--- src/rtl/axis_rr_arbiter.sv ---
// Round-robin AXI4-Stream arbiter: N requesters share one master port.
// Grants are packet-locked (held from first beat through tlast) and rotate
// starting after the requester that finished the previous packet. A single
// output register decouples the master side and sustains one beat per cycle.
module axis_rr_arbiter #(
   parameter int N          = 4,
   parameter int DATA_WIDTH = 8,
   parameter int IDW        = 2
) (
   input  logic                    aclk,
   input  logic                    areset,
   input  logic [N-1:0]            s_axis_tvalid,
   output logic [N-1:0]            s_axis_tready,
   input  logic [N*DATA_WIDTH-1:0] s_axis_tdata,
   input  logic [N-1:0]            s_axis_tlast,
   output logic                    m_axis_tvalid,
   input  logic                    m_axis_tready,
   output logic [DATA_WIDTH-1:0]   m_axis_tdata,
   output logic                    m_axis_tlast,
   output logic [IDW-1:0]          m_axis_tid
);

   typedef enum logic {
      IDLE = 1'b0,
      BUSY = 1'b1
   } state_t;

   state_t                state, state_nxt;
   logic [IDW-1:0]        sel, sel_nxt;
   logic [IDW-1:0]        last, last_nxt;

   logic                  sel_valid;
   logic                  sel_last;
   logic [DATA_WIDTH-1:0] sel_data;
   logic                  out_free;
   logic                  accept;

   logic                  vld_p1;
   logic [DATA_WIDTH-1:0] data_p1;
   logic                  last_p1;
   logic [IDW-1:0]        tid_p1;

   // Round-robin pick: lowest requesting index above prev, else lowest
   // requesting index at or below prev (wrap-around).
   function automatic logic [IDW-1:0] rr_pick(input logic [N-1:0] req,
                                              input logic [IDW-1:0] prev);
      logic [IDW-1:0] pick_hi;
      logic [IDW-1:0] pick_lo;
      logic           found_hi;
      pick_hi  = '0;
      pick_lo  = '0;
      found_hi = 1'b0;
      // Descending scan so the final assignment in each group is the lowest index.
      for (int i = N - 1; i >= 0; i--) begin
         if (req[i]) begin
            if (i > int'(prev)) begin
               pick_hi  = IDW'(i);
               found_hi = 1'b1;
            end else begin
               pick_lo  = IDW'(i);
            end
         end
      end
      return found_hi ? pick_hi : pick_lo;
   endfunction

   // Route the granted requester's valid/data/last onto common wires.
   always_comb begin
      sel_valid = 1'b0;
      sel_last  = 1'b0;
      sel_data  = '0;
      for (int i = 0; i < N; i++) begin
         if (sel == IDW'(i)) begin
            sel_valid = s_axis_tvalid[i];
            sel_last  = s_axis_tlast[i];
            sel_data  = s_axis_tdata[i*DATA_WIDTH +: DATA_WIDTH];
         end
      end
   end

   // The output register can take a new beat when empty or draining this cycle.
   assign out_free = !vld_p1 || m_axis_tready;

   // Next-state, grant and slave-side ready logic.
   always_comb begin
      state_nxt     = state;
      sel_nxt       = sel;
      last_nxt      = last;
      s_axis_tready = '0;
      accept        = 1'b0;
      case (state)
         IDLE: begin
            if (|s_axis_tvalid) begin
               sel_nxt   = rr_pick(s_axis_tvalid, last);
               state_nxt = BUSY;
            end
         end
         BUSY: begin
            for (int i = 0; i < N; i++) begin
               s_axis_tready[i] = (sel == IDW'(i)) && out_free;
            end
            accept = sel_valid && out_free;
            // Grant is released only by the packet's final beat.
            if (accept && sel_last) begin
               last_nxt  = sel;
               state_nxt = IDLE;
            end
         end
         default: state_nxt = IDLE;
      endcase
   end

   // Arbitration state register; last starts at N-1 so requester 0 wins first.
   always_ff @(posedge aclk or posedge areset) begin
      if (areset) begin
         state <= IDLE;
         sel   <= '0;
         last  <= IDW'(N - 1);
      end else begin
         state <= state_nxt;
         sel   <= sel_nxt;
         last  <= last_nxt;
      end
   end

   // Output register stage: load on accept, drop valid when drained.
   always_ff @(posedge aclk or posedge areset) begin
      if (areset) begin
         vld_p1  <= 1'b0;
         data_p1 <= '0;
         last_p1 <= 1'b0;
         tid_p1  <= '0;
      end else if (accept) begin
         vld_p1  <= 1'b1;
         data_p1 <= sel_data;
         last_p1 <= sel_last;
         tid_p1  <= sel;
      end else if (m_axis_tready) begin
         vld_p1  <= 1'b0;
      end
   end

   assign m_axis_tvalid = vld_p1;
   assign m_axis_tdata  = data_p1;
   assign m_axis_tlast  = last_p1;
   assign m_axis_tid    = tid_p1;

endmodule
--- config.mk ---
export PLATFORM = sky130hd
export DESIGN_NAME = axis_rr_arbiter
export DESIGN_NICKNAME = d
export VERILOG_FILES = /design/src/rtl/axis_rr_arbiter.sv
export SDC_FILE = /design/constraint.sdc
export NUM_CORES = 1
export LEC_CHECK = 0
export ABC_AREA = 1
export BUFFER_PORTS_ARGS = -buffer_cell sky130_fd_sc_hd__buf_4
export CAP_MARGIN = 20
export CORE_UTILIZATION = 48
export CTS_CLUSTER_SIZE = 10
export DETAILED_ROUTE_END_ITERATION = 8
export PLACE_DENSITY = 0.95
export SLEW_MARGIN = 20
export SYNTH_ARGS = -nofsm -noshare
export SYNTH_HDL_FRONTEND = slang
export SYNTH_SLANG_ARGS = --single-unit
--- constraint.sdc ---
create_clock -name aclk -period 3 [get_ports aclk]
set_input_delay 0.3 -clock aclk [delete_from_list [all_inputs] [get_ports aclk]]
set_output_delay 0.3 -clock aclk [all_outputs]
set_load 0.02 [all_outputs]
==> impl_results.html <==
<table>
<tr><th>Metric</th><th>Value</th></tr>
<tr><th colspan="2">Floorplan</th></tr>
<tr><td>Number of rows in the core area</td><td>17</td></tr>
<tr><td>Die span in y</td><td>50.1 um</td></tr>
<tr><td>Core footprint</td><td>2190 um^2</td></tr>
<tr><td>Starting density of the core</td><td>0.507</td></tr>
<tr><td>Width of the chip</td><td>50.1 um</td></tr>
<tr><td>Number of top-level pins</td><td>59</td></tr>
<tr><td>Die footprint</td><td>2510 um^2</td></tr>
<tr><th colspan="2">Layout</th></tr>
<tr><td>Final antenna diode count</td><td>0</td></tr>
<tr><td>Area added between synthesis and finish</td><td>40.0%</td></tr>
<tr><td>Final layout net count</td><td>265</td></tr>
<tr><td>Final design instance area without fill</td><td>1560 um^2</td></tr>
<tr><td>Number of filler cells placed in the layout</td><td>186</td></tr>
<tr><td>Layout cell share with drive strength beyond 1</td><td>0.367</td></tr>
<tr><th colspan="2">Timing</th></tr>
<tr><td>Final critical path time including I/O delays and setup</td><td>1770 ps</td></tr>
<tr><td>Worst setup skew after layout</td><td>7.03 ps</td></tr>
<tr><td>Unrepaired setup endpoints after global routing</td><td>no</td></tr>
<tr><td>Setup tns final</td><td>0 ps</td></tr>
<tr><td>Share of the clock period used by the worst path</td><td>0.589</td></tr>
<tr><td>Crit path setup slack, layout</td><td>1230 ps</td></tr>
<tr><td>Count of pins over their slew limit</td><td>0</td></tr>
<tr><td>Maximum clock frequency</td><td>566 MHz</td></tr>
<tr><td>Number of failing hold endpoints at the final stage</td><td>0</td></tr>
<tr><td>Setup violation total in the final timing report</td><td>0</td></tr>
<tr><td>Measured slew at the worst slew-check pin</td><td>598 ps</td></tr>
<tr><td>Headroom to the max-slew limit</td><td>0.601</td></tr>
<tr><th colspan="2">Routing</th></tr>
<tr><td>Post-route DRC</td><td>0</td></tr>
<tr><td>1st-iter DRT viols</td><td>26</td></tr>
<tr><td>Via density</td><td>4.83</td></tr>
<tr><td>1st-pass router iterations</td><td>4</td></tr>
<tr><td>Via count</td><td>1203</td></tr>
<tr><td>Antenna Nets Post-Route</td><td>0</td></tr>
<tr><td>Average routed wire per standard cell</td><td>10.7 um</td></tr>
<tr><td>Aggregate routed wire length</td><td>2670 um</td></tr>
<tr><th colspan="2">Placed design</th></tr>
<tr><td>GPL Wtd Cong</td><td>0.834</td></tr>
<tr><td>Setup slack after placement</td><td>1450 ps</td></tr>
<tr><td>HPWL after detailed placement</td><td>2190 um</td></tr>
<tr><td>Number of port buffers</td><td>58</td></tr>
<tr><td>Placed cell area</td><td>1530 um^2</td></tr>
<tr><th colspan="2">Worst setup path</th></tr>
<tr><td>CP max stage cell</td><td>dfrtp_1</td></tr>
<tr><td>Cell type group with the largest total delay on the critical path</td><td>flip-flops</td></tr>
<tr><td>Slowest Stage Delay on Critical Path</td><td>660 ps</td></tr>
<tr><td>Worst Path Required</td><td>2700 ps</td></tr>
<tr><td>Worst flop-to-flop path endpoint</td><td>last[1]</td></tr>
<tr><td>Crit path kind</td><td>flop to primary output</td></tr>
<tr><td>Cells along the critical path</td><td>inv_2 &gt; nor3_1 &gt; buf_4</td></tr>
<tr><td>Startpoint kind of the worst setup timing path</td><td>flop</td></tr>
<tr><td>Worst R2R Setup Slack</td><td>1420 ps</td></tr>
<tr><td>Origin of the critical flop-to-flop path</td><td>sel[1]</td></tr>
<tr><td>CP Max Fanout</td><td>10</td></tr>
<tr><td>Reg2Reg Depth</td><td>7</td></tr>
<tr><td>Endpoint kind of the worst setup timing path</td><td>primary output</td></tr>
<tr><td>Crit path buf inv count</td><td>2</td></tr>
<tr><td>Arrival time of data at the critical path endpoint</td><td>1470 ps</td></tr>
<tr><th colspan="2">Yosys</th></tr>
<tr><td>Number of flip-flops and latches in the synthesized netlist</td><td>17</td></tr>
<tr><td>Yosys synthesis warning count</td><td>0</td></tr>
<tr><td>Portion of the post-synthesis area used by sequential elements</td><td>0.385</td></tr>
<tr><td>Count of different cell masters after synthesis</td><td>19</td></tr>
<tr><td>Avg Inst Size Synth</td><td>6.82 um^2</td></tr>
<tr><td>Synthesized instance count</td><td>163</td></tr>
<tr><td>Synthesized Nets</td><td>206</td></tr>
<tr><td>Netlist area before placement</td><td>1110 um^2</td></tr>
<tr><th colspan="2">Power</th></tr>
<tr><td>Power density over the cells</td><td>941 nW/um^2</td></tr>
<tr><td>Leakage</td><td>0.867 nW</td></tr>
<tr><td>Combinational fraction of design power</td><td>0.606</td></tr>
<tr><td>Clock group share of total power</td><td>0.081</td></tr>
<tr><td>Switching power of the nets</td><td>0.000725 W</td></tr>
<tr><td>Net switching fraction of the power</td><td>0.495</td></tr>
<tr><td>Register share of total power</td><td>0.313</td></tr>
<tr><td>Cell internal power dissipation</td><td>0.000740 W</td></tr>
<tr><td>Max VDD drop</td><td>0.000596 V</td></tr>
<tr><th colspan="2">Worst hold path</th></tr>
<tr><td>Hold crit path type</td><td>input pin to async pin</td></tr>
<tr><th colspan="2">Clock tree</th></tr>
<tr><td>Count of buffers added by post-CTS timing repair for setup</td><td>0</td></tr>
<tr><td>Clk sink count</td><td>17</td></tr>
<tr><td>Clock tree root driver cell</td><td>clkbuf_4</td></tr>
<tr><td>Number of buffers added by the clock tree synthesis step</td><td>3</td></tr>
<tr><td>Clock transition at the register clock pins on the worst setup and hold paths after CTS</td><td>100 ps</td></tr>
<tr><td>CTS Hold Buffers Added</td><td>0</td></tr>
<tr><td>Clk_lat worst skew</td><td>290 ps</td></tr>
<tr><td>Maximum clock path buffer count</td><td>2</td></tr>
<tr><td>Clock tree from TritonCTS</td><td>yes</td></tr>
<tr><td>Post-CTS Resized</td><td>0</td></tr>
<tr><td>H-tree depth</td><td>1</td></tr>
<tr><th colspan="2">Global route</th></tr>
<tr><td>Number of antenna violations at the first check in global routing</td><td>0</td></tr>
<tr><td>Maximum number of pins on one net before global-route repair</td><td>18</td></tr>
<tr><td>Total grt overflow</td><td>0</td></tr>
<tr><td>GRT Util Overall</td><td>0.228</td></tr>
<tr><td>Wire length of the first global-routing pass</td><td>4370 um</td></tr>
<tr><td>Vias in the first global route</td><td>1049</td></tr>
<tr><th colspan="2">Job</th></tr>
<tr><td>Max-cap check violation count</td><td>0</td></tr>
<tr><th colspan="2">Run status</th></tr>
<tr><td>Outcome</td><td>complete, no violations</td></tr>
</table>
-- synthesized netlist by cell type --
library cell / count / area share
dfstp_2: 2 / 0.047
a21oi_1: 3 / 0.014
inv_4: 1 / 0.0056
dfrtp_1: 15 / 0.34
nand2_1: 87 / 0.29
buf_12: 1 / 0.018
inv_1: 11 / 0.037
nand4_1: 8 / 0.045
buf_6: 3 / 0.030
nor2_8: 1 / 0.018
nor2_2: 3 / 0.017
nor2_1: 6 / 0.020
o21ai_0: 2 / 0.0090
nand4_2: 1 / 0.011
nor3_1: 4 / 0.018
nand2_4: 1 / 0.010
inv_2: 3 / 0.010
nand3_1: 4 / 0.018
nand2_2: 7 / 0.039
-- area by class of cell --
cell class / instances / area, um^2 / share of cell area
Inverter: 15 / 58.8 / 0.0378
Sequential cell: 17 / 428 / 0.275
Clock inverter: 1 / 5.00 / 0.00322
Tap cell: 28 / 35.0 / 0.0225
Clock buffer: 3 / 22.5 / 0.0145
Timing Repair Buffer: 58 / 435 / 0.280
Multi-Input combinational cell: 127 / 571 / 0.367
-- cell usage in the layout (no fill, tap or decap), drive strengths merged, types with 2 or more instances in the layout --
cell and n:
clkbuf 3, dfstp 2, nor2 10, o21ai 2, dfrtp 15, buf 58, nand4 9, inv 15
a21oi 3, nand3 4, nand2 95, nor3 4
-- state kept, by name, indices dropped and copies added (netlist names) --
signal	count
sel	2
last	2
m_axis_tlast	1
m_axis_tvalid	1
m_axis_tid	2
state	1
m_axis_tdata	8
-- per-layer routing --
layer / GRT usage / part of all wire
met1: 0.304 / 0.46
met2: 0.362 / 0.48
met3: 0.0278 / 0.045
met4: 0.105 / 0.015
met5: 0 / 0
-- power by group through the flow --
stage	clock network [W]	logic [W]	registers, W
after floorplan	0	0.000623	0.000502
after CTS	0.000122	0.000893	0.000458
final	0.000119	0.000888	0.000458
after global placement	0	0.000869	0.000459
after global routing	0.000132	0.00100	0.000469
after detailed placement	0	0.000892	0.000460
-- through the flow --
stage	power, W	cells	hold WS [ps]	utilization
final	0.00146	249	69.3	0.710
after global routing	0.00160	249	121	0.710
after CTS	0.00147	249	83.6	0.710
after detailed placement	0.00135	245	404	0.697
after global placement	0.00133	245	404	0.697
after floorplan	0.00113	163	225	-
-- worst max path at each step --
stage | slack, ps | cells after the start | end | start
2_1_floorplan | 1490 | 9 | m_axis_tlast | m_axis_tvalid
3_3_place_gp | 1450 | 7 | last[1] | sel[1]
3_5_place_dp | 1450 | 7 | last[1] | sel[1]
4_1_cts | 1220 | 3 | s_axis_tready[2] | sel[1]
5_1_grt | 1130 | 3 | s_axis_tready[2] | sel[1]
6_report | 1230 | 3 | s_axis_tready[2] | sel[1]
-- cell families (layout without fill, tap and decap cells) --
kind of cell	Yosys count	count (layout)	share of synthesized area
buf+inv	19	77	0.101
flops	17	17	0.385
simple gates	122	122	0.491
compound gates	5	5	0.0225
No activity file was read; power rests on OpenSTA's default activity.
